[src/rtl/psum_acc_drain.sv]
// Partial-sum group accumulator with shift/narrow and 2-entry result FIFO.
// Optional saturation on narrowing: define PSUM_ACC_SAT_EN.
module psum_acc_drain #(
  parameter  int PW    = 16,
  parameter  int AW    = 32,
  parameter  int OW    = 16,
  parameter  int SHIFT = 0,
  parameter  int MAX_K = 256,
  localparam int CW    = $clog2(MAX_K + 1)
) (
  input  logic          clk,
  input  logic          rst_n,
  input  logic          clr,
  input  logic [PW-1:0] psum_i,
  input  logic          psum_vld,
  input  logic          psum_last,
  output logic          psum_rdy,
  output logic [OW-1:0] res_o,
  output logic [CW-1:0] res_cnt,
  output logic          res_sat,
  output logic          res_vld,
  input  logic          res_rdy,
  output logic          ovf_err
);

  if (AW < PW + $clog2(MAX_K)) begin : g_aw_chk
    $error("psum_acc_drain: AW too narrow for PW and MAX_K");
  end
  if (OW > AW) begin : g_ow_chk
    $error("psum_acc_drain: OW must not exceed AW");
  end
  if (SHIFT < 0 || SHIFT >= AW) begin : g_sh_chk
    $error("psum_acc_drain: SHIFT out of range");
  end

  typedef enum logic {IDLE, ACC} state_t;

  typedef struct packed {
    logic [OW-1:0] res;
    logic [CW-1:0] cnt;
    logic          sat;
  } ent_t;

  state_t               state, state_n;
  logic signed [AW-1:0] acc, acc_n, psum_x, sum_n;
  logic [CW-1:0]        cnt, cnt_n, cnt_inc;
  ent_t                 fifo [2];
  ent_t                 ent_n;
  logic                 wptr, rptr;
  logic [1:0]           fcnt;
  logic                 full, accept, pop, push, ovf_set;

  // Ready is a pure function of FIFO occupancy, so res_rdy never reaches psum_rdy.
  assign full     = fcnt[1];
  assign psum_rdy = !full;
  assign res_vld  = |fcnt;
  assign accept   = psum_vld && !full && !clr;
  assign pop      = res_vld && res_rdy && !clr;

  assign psum_x  = AW'($signed(psum_i));
  assign sum_n   = ((state == ACC) ? acc : '0) + psum_x;
  assign cnt_inc = ((state == ACC) ? cnt : '0) + CW'(1);

  always_comb begin
    state_n = state;
    acc_n   = acc;
    cnt_n   = cnt;
    push    = 1'b0;
    ovf_set = 1'b0;
    if (accept) begin
      if (psum_last || cnt_inc == CW'(MAX_K)) begin
        push    = 1'b1;
        ovf_set = !psum_last;
        state_n = IDLE;
        acc_n   = '0;
        cnt_n   = '0;
      end else begin
        state_n = ACC;
        acc_n   = sum_n;
        cnt_n   = cnt_inc;
      end
    end
  end

`ifdef PSUM_ACC_SAT_EN
  localparam logic signed [AW-1:0] OMAX = {{(AW-OW+1){1'b0}}, {(OW-1){1'b1}}};
  localparam logic signed [AW-1:0] OMIN = ~OMAX;

  logic signed [AW-1:0] f;
  assign f = sum_n >>> SHIFT;

  always_comb begin
    ent_n.cnt = cnt_inc;
    ent_n.res = f[OW-1:0];
    ent_n.sat = 1'b0;
    if (f > OMAX) begin
      ent_n.res = OMAX[OW-1:0];
      ent_n.sat = 1'b1;
    end else if (f < OMIN) begin
      ent_n.res = OMIN[OW-1:0];
      ent_n.sat = 1'b1;
    end
  end
`else
  always_comb begin
    ent_n.cnt = cnt_inc;
    ent_n.res = OW'(sum_n >>> SHIFT);
    ent_n.sat = 1'b0;
  end
`endif

  always_ff @(posedge clk or negedge rst_n) begin
    if (!rst_n) begin
      state   <= IDLE;
      acc     <= '0;
      cnt     <= '0;
      fifo[0] <= '0;
      fifo[1] <= '0;
      wptr    <= 1'b0;
      rptr    <= 1'b0;
      fcnt    <= 2'd0;
      ovf_err <= 1'b0;
    end else if (clr) begin
      state   <= IDLE;
      acc     <= '0;
      cnt     <= '0;
      wptr    <= 1'b0;
      rptr    <= 1'b0;
      fcnt    <= 2'd0;
      ovf_err <= 1'b0;
    end else begin
      state <= state_n;
      acc   <= acc_n;
      cnt   <= cnt_n;
      if (push) begin
        fifo[wptr] <= ent_n;
        wptr       <= ~wptr;
      end
      if (pop) rptr <= ~rptr;
      case ({push, pop})
        2'b10:   fcnt <= fcnt + 2'd1;
        2'b01:   fcnt <= fcnt - 2'd1;
        default: fcnt <= fcnt;
      endcase
      if (ovf_set) ovf_err <= 1'b1;
    end
  end

  assign res_o   = fifo[rptr].res;
  assign res_cnt = fifo[rptr].cnt;
  assign res_sat = fifo[rptr].sat;

endmodule

[config.mk]
export PLATFORM = sky130hd
export DESIGN_NAME = psum_acc_drain
export DESIGN_NICKNAME = d
export VERILOG_FILES = /design/src/rtl/psum_acc_drain.sv
export SDC_FILE = /design/constraint.sdc
export NUM_CORES = 1
export LEC_CHECK = 0
export CORE_MARGIN = 4
export CORE_UTILIZATION = 40
export CTS_BUF_LIST = sky130_fd_sc_hd__clkbuf_8
export CTS_CLUSTER_SIZE = 10
export DETAILED_ROUTE_END_ITERATION = 12
export SLEW_MARGIN = 20
export SYNTH_ARGS = -nofsm -noshare
export SYNTH_HDL_FRONTEND = slang
export SYNTH_SLANG_ARGS = --single-unit
[constraint.sdc]
create_clock -name clk -period 6.9 [get_ports clk]
set_input_delay 1.38 -clock clk [delete_from_list [all_inputs] [get_ports clk]]
set_output_delay 1.38 -clock clk [all_outputs]
set_load 0.005 [all_outputs]
==> impl_metrics.env <==
export IMPL_n_antenna_cell=0
export IMPL_synth_compound_area_share_pct=11.1
export IMPL_timing_final_crit_period_ps=3640
export IMPL_max_slew_margin_pct=51.0
export IMPL_clock_fmax_ghz=0.275
export IMPL_netlist_area_leader_share_pct=43.4
export IMPL_post_cts_resized=0
export IMPL_synthArstFlopShare_pct=100
export IMPL_grt_pass1_wl_mm=17.3
export IMPL_start_util_pct=40.9
export IMPL_area_delta_synth_final_pct=17.9
export IMPL_ys_warn_count=0
export IMPL_place_hpwl_mm=6.64
export IMPL_place_gp_congestion=0.787
export IMPL_via_count=3200
export IMPL_r2r_slack_ps=3620
export IMPL_syn_area_um2=4670
export IMPL_synth_fp_nets=442
export IMPL_synth_top_family_by_area="multiplexers"
export IMPL_worst_path_buf_inv=2
export IMPL_yosys_top_cells_area="dfrtp_1 (43%), mux2_4 (12%), mux2_2 (8.4%), ha_1 (4.6%), a22o_1 (3.9%)"
export IMPL_rsz0062_at_grt="no"
export IMPL_r2r_end="fifo[40]"
export IMPL_antenna_found_initial=0
export IMPL_cts_tree="built"
export IMPL_p_per_area_nw_per_um2=228
export IMPL_ys_seq_area_share_pct=43.4
export IMPL_drt_drc_violations_left=0
export IMPL_core_area_um2=11400
export IMPL_dieArea_um2=13500
export IMPL_yosys_area_share_adder_pct=4.99
export IMPL_cts_buffers=9
export IMPL_antenna_left=0
export IMPL_required_ps=7160
export IMPL_utilization_pct=48.2
export IMPL_drv_slew=0
export IMPL_clk_pin_slew_ps=90
export IMPL_synth_simple_area_share_pct=12.1
export IMPL_cp_end_kind="register"
export IMPL_cpMaxStageDelayCell="clkdlybuf4s50_1"
export IMPL_p_leak_nw=2.60
export IMPL_drv_cap=0
export IMPL_synth_avg_cell_area_um2=11.6
export IMPL_finalHoldViolCount=0
export IMPL_synth_xor_area_share_pct=3.38
export IMPL_seq_area_um2=2030
export IMPL_start_kind="primary input"
export IMPL_clockBufferDepth=2
export IMPL_cp_max_fo=4
export IMPL_cp_top_family="compound AO/OA/AOI/OAI gates"
export IMPL_syn_inst=402
export IMPL_ctsHtreeMaxLevel=3
export IMPL_post_cts_setup_buffers=0
export IMPL_clock_latency_ps=370
export IMPL_ys_top_cells_by_count="dfrtp_1 (81), mux2_4 (37), mux2_2 (35), nand2_1 (22), a22o_1 (21)"
export IMPL_drive_gt1_share_pct=22.2
export IMPL_die_w_um=116
export IMPL_ys_flop_type="dfrtp_1"
export IMPL_fin_worst_skew_ps=8.57
export IMPL_slowest_delay_ps=470
export IMPL_drt_first_pass_iters=4
export IMPL_die_height_um=116
export IMPL_portBuffers=49
export IMPL_io_pins=51
export IMPL_finalSetupViolCount=0
export IMPL_routed_wl_mm=10.1
export IMPL_grt_pass1_vias=3361
export IMPL_status="completed"
export IMPL_clock_sinks=81
export IMPL_wl_per_cell_um=17.1
export IMPL_hp_class="reg -> reg"
export IMPL_viasPerCell=5.40
export IMPL_first_iter_violations=146
export IMPL_crit_chain="clkdlybuf4s50_1 -> ha_1 -> inv_1 -> fa_1 -> nor2b_1 -> o2111ai_1 -> a21boi_0 -> a221oi_1 -> xnor2_1 -> mux2_4"
export IMPL_grt_start_max_net_pins=82
export IMPL_fin_nets=485
export IMPL_worstHoldPathCells=1
export IMPL_multi_input_area_um2=2490
export IMPL_track_usage_pct=16.3
export IMPL_yosysMostFrequentCell="dfrtp_1"
export IMPL_irDropWorstVdd_mv=0.115
export IMPL_worst_pin_slew_ps=735
export IMPL_fillers=1055
export IMPL_holdPathEnd="acc[5]"
export IMPL_root_buffer="clkbuf_8"
export IMPL_min_from="acc[5]"
export IMPL_grt_ovfl_total=0
export IMPL_ys_ff_latch=81
export IMPL_synth_top_area_cell="dfrtp_1"
export IMPL_synthMuxAreaShare_pct=21.4
export IMPL_final_setup_tns_ps=0
export IMPL_final_period_utilization_pct=52.7
export IMPL_r2r_start="cnt[0]"
export IMPL_synth_edf_count=0
export IMPL_cts_hold_fix_buffers=0
export IMPL_reg2reg_depth=9
export IMPL_synth_cell_types=53
export IMPL_std_cell_rows=39
export IMPL_path_class="in -> reg"
export IMPL_arrival_ps=3890
[cells by family (layout without fill, tap and decap cells)]
kind of cell | Yosys count | after routing
AO/OA/AOI/OAI | 73 | 73
XOR/XNOR | 18 | 18
adder cells (fa/ha/maj) | 18 | 18
buffers and inverters | 33 | 81
flip-flops | 81 | 81
multiplexers | 77 | 77
other | 1 | 1
AND/OR/NAND/NOR | 101 | 101
[flip-flops by register name, indices dropped and copies added (netlist names)]
register,cells
fcnt,2
acc,16
cnt,9
rptr,1
wptr,1
fifo,50
ovf_err,1
state,1
[area by class of cell]
class | count | area share, %
Tap cell | 143 | 3.25
Timing Repair Buffer | 53 | 9.48
Inverter | 12 | 0.819
Clock buffer | 9 | 2.25
Multi-Input combinational cell | 288 | 45.2
Sequential cell | 81 | 36.8
Clock inverter | 7 | 2.16
[worst reg2reg max path, delay by kind of cell, from the launching register on]
kind            cells  cell delay (ps)
compound gates      2              660
simple gates        4             1140
flops               1              430
mux                 1              500
fa+ha+maj           1              340
buf+inv             1              110
[per-layer routing]
layer | GRT usage [%] | routed length, um | up-vias
met5 | 0 | 0 | -
met4 | 5.18 | 150 | 0
met3 | 3.60 | 374 | 17
met2 | 26.3 | 4780 | 64
met1 | 22.1 | 4830 | 1582
li1 | - | - | 1537
[worst max path at each step]
stage / from / endpoint / depth (start not counted)
5_1_grt: psum_i[0] / fifo[46] / 10
4_1_cts: psum_i[0] / fifo[20] / 10
2_1_floorplan: psum_i[0] / fifo[46] / 9
3_5_place_dp: psum_i[0] / fifo[46] / 10
6_report: psum_i[0] / fifo[20] / 10
3_3_place_gp: psum_i[0] / fifo[20] / 10
[layout by cell type, fill, tap and decap left out, drive strengths merged, types with 7 or more instances in the layout]
master         synthesis  routed
ha                    17      17
nand4                  9       9
xor2                   7       7
inv                   12      12
a22o                  21      21
o21ai                 13      13
a21oi                 14      14
xnor2                 11      11
mux2                  72      72
and2                  16      16
nor2                  16      16
clkdlybuf4s50          0      48
dfrtp                 81      81
clkbuf                13       9
nand2                 22      22
nand3                  9       9
[through the flow]
stage	cells	hold WS [ps]	worst slack [ps]	total power, mW	instance area (um^2)
floorplan	402	450	3600	0.725	4670
global placement	577	481	2910	0.830	5260
detailed placement	577	483	2900	0.837	5260
CTS	593	504	3270	1.27	5500
global route	593	521	3040	1.32	5500
finish	593	498	3260	1.25	5500
[where the power goes]
| part | leakage (nW) | internal, mW | switching [mW] |
|---|---|---|---|
| Sequential | 1.06 | 0.534 | 0.0320 |
| Clock | 0.115 | 0.240 | 0.189 |
| Combinational | 1.43 | 0.163 | 0.0952 |
| Total | 2.60 | 0.938 | 0.316 |
(Power assumes the default switching activity.)
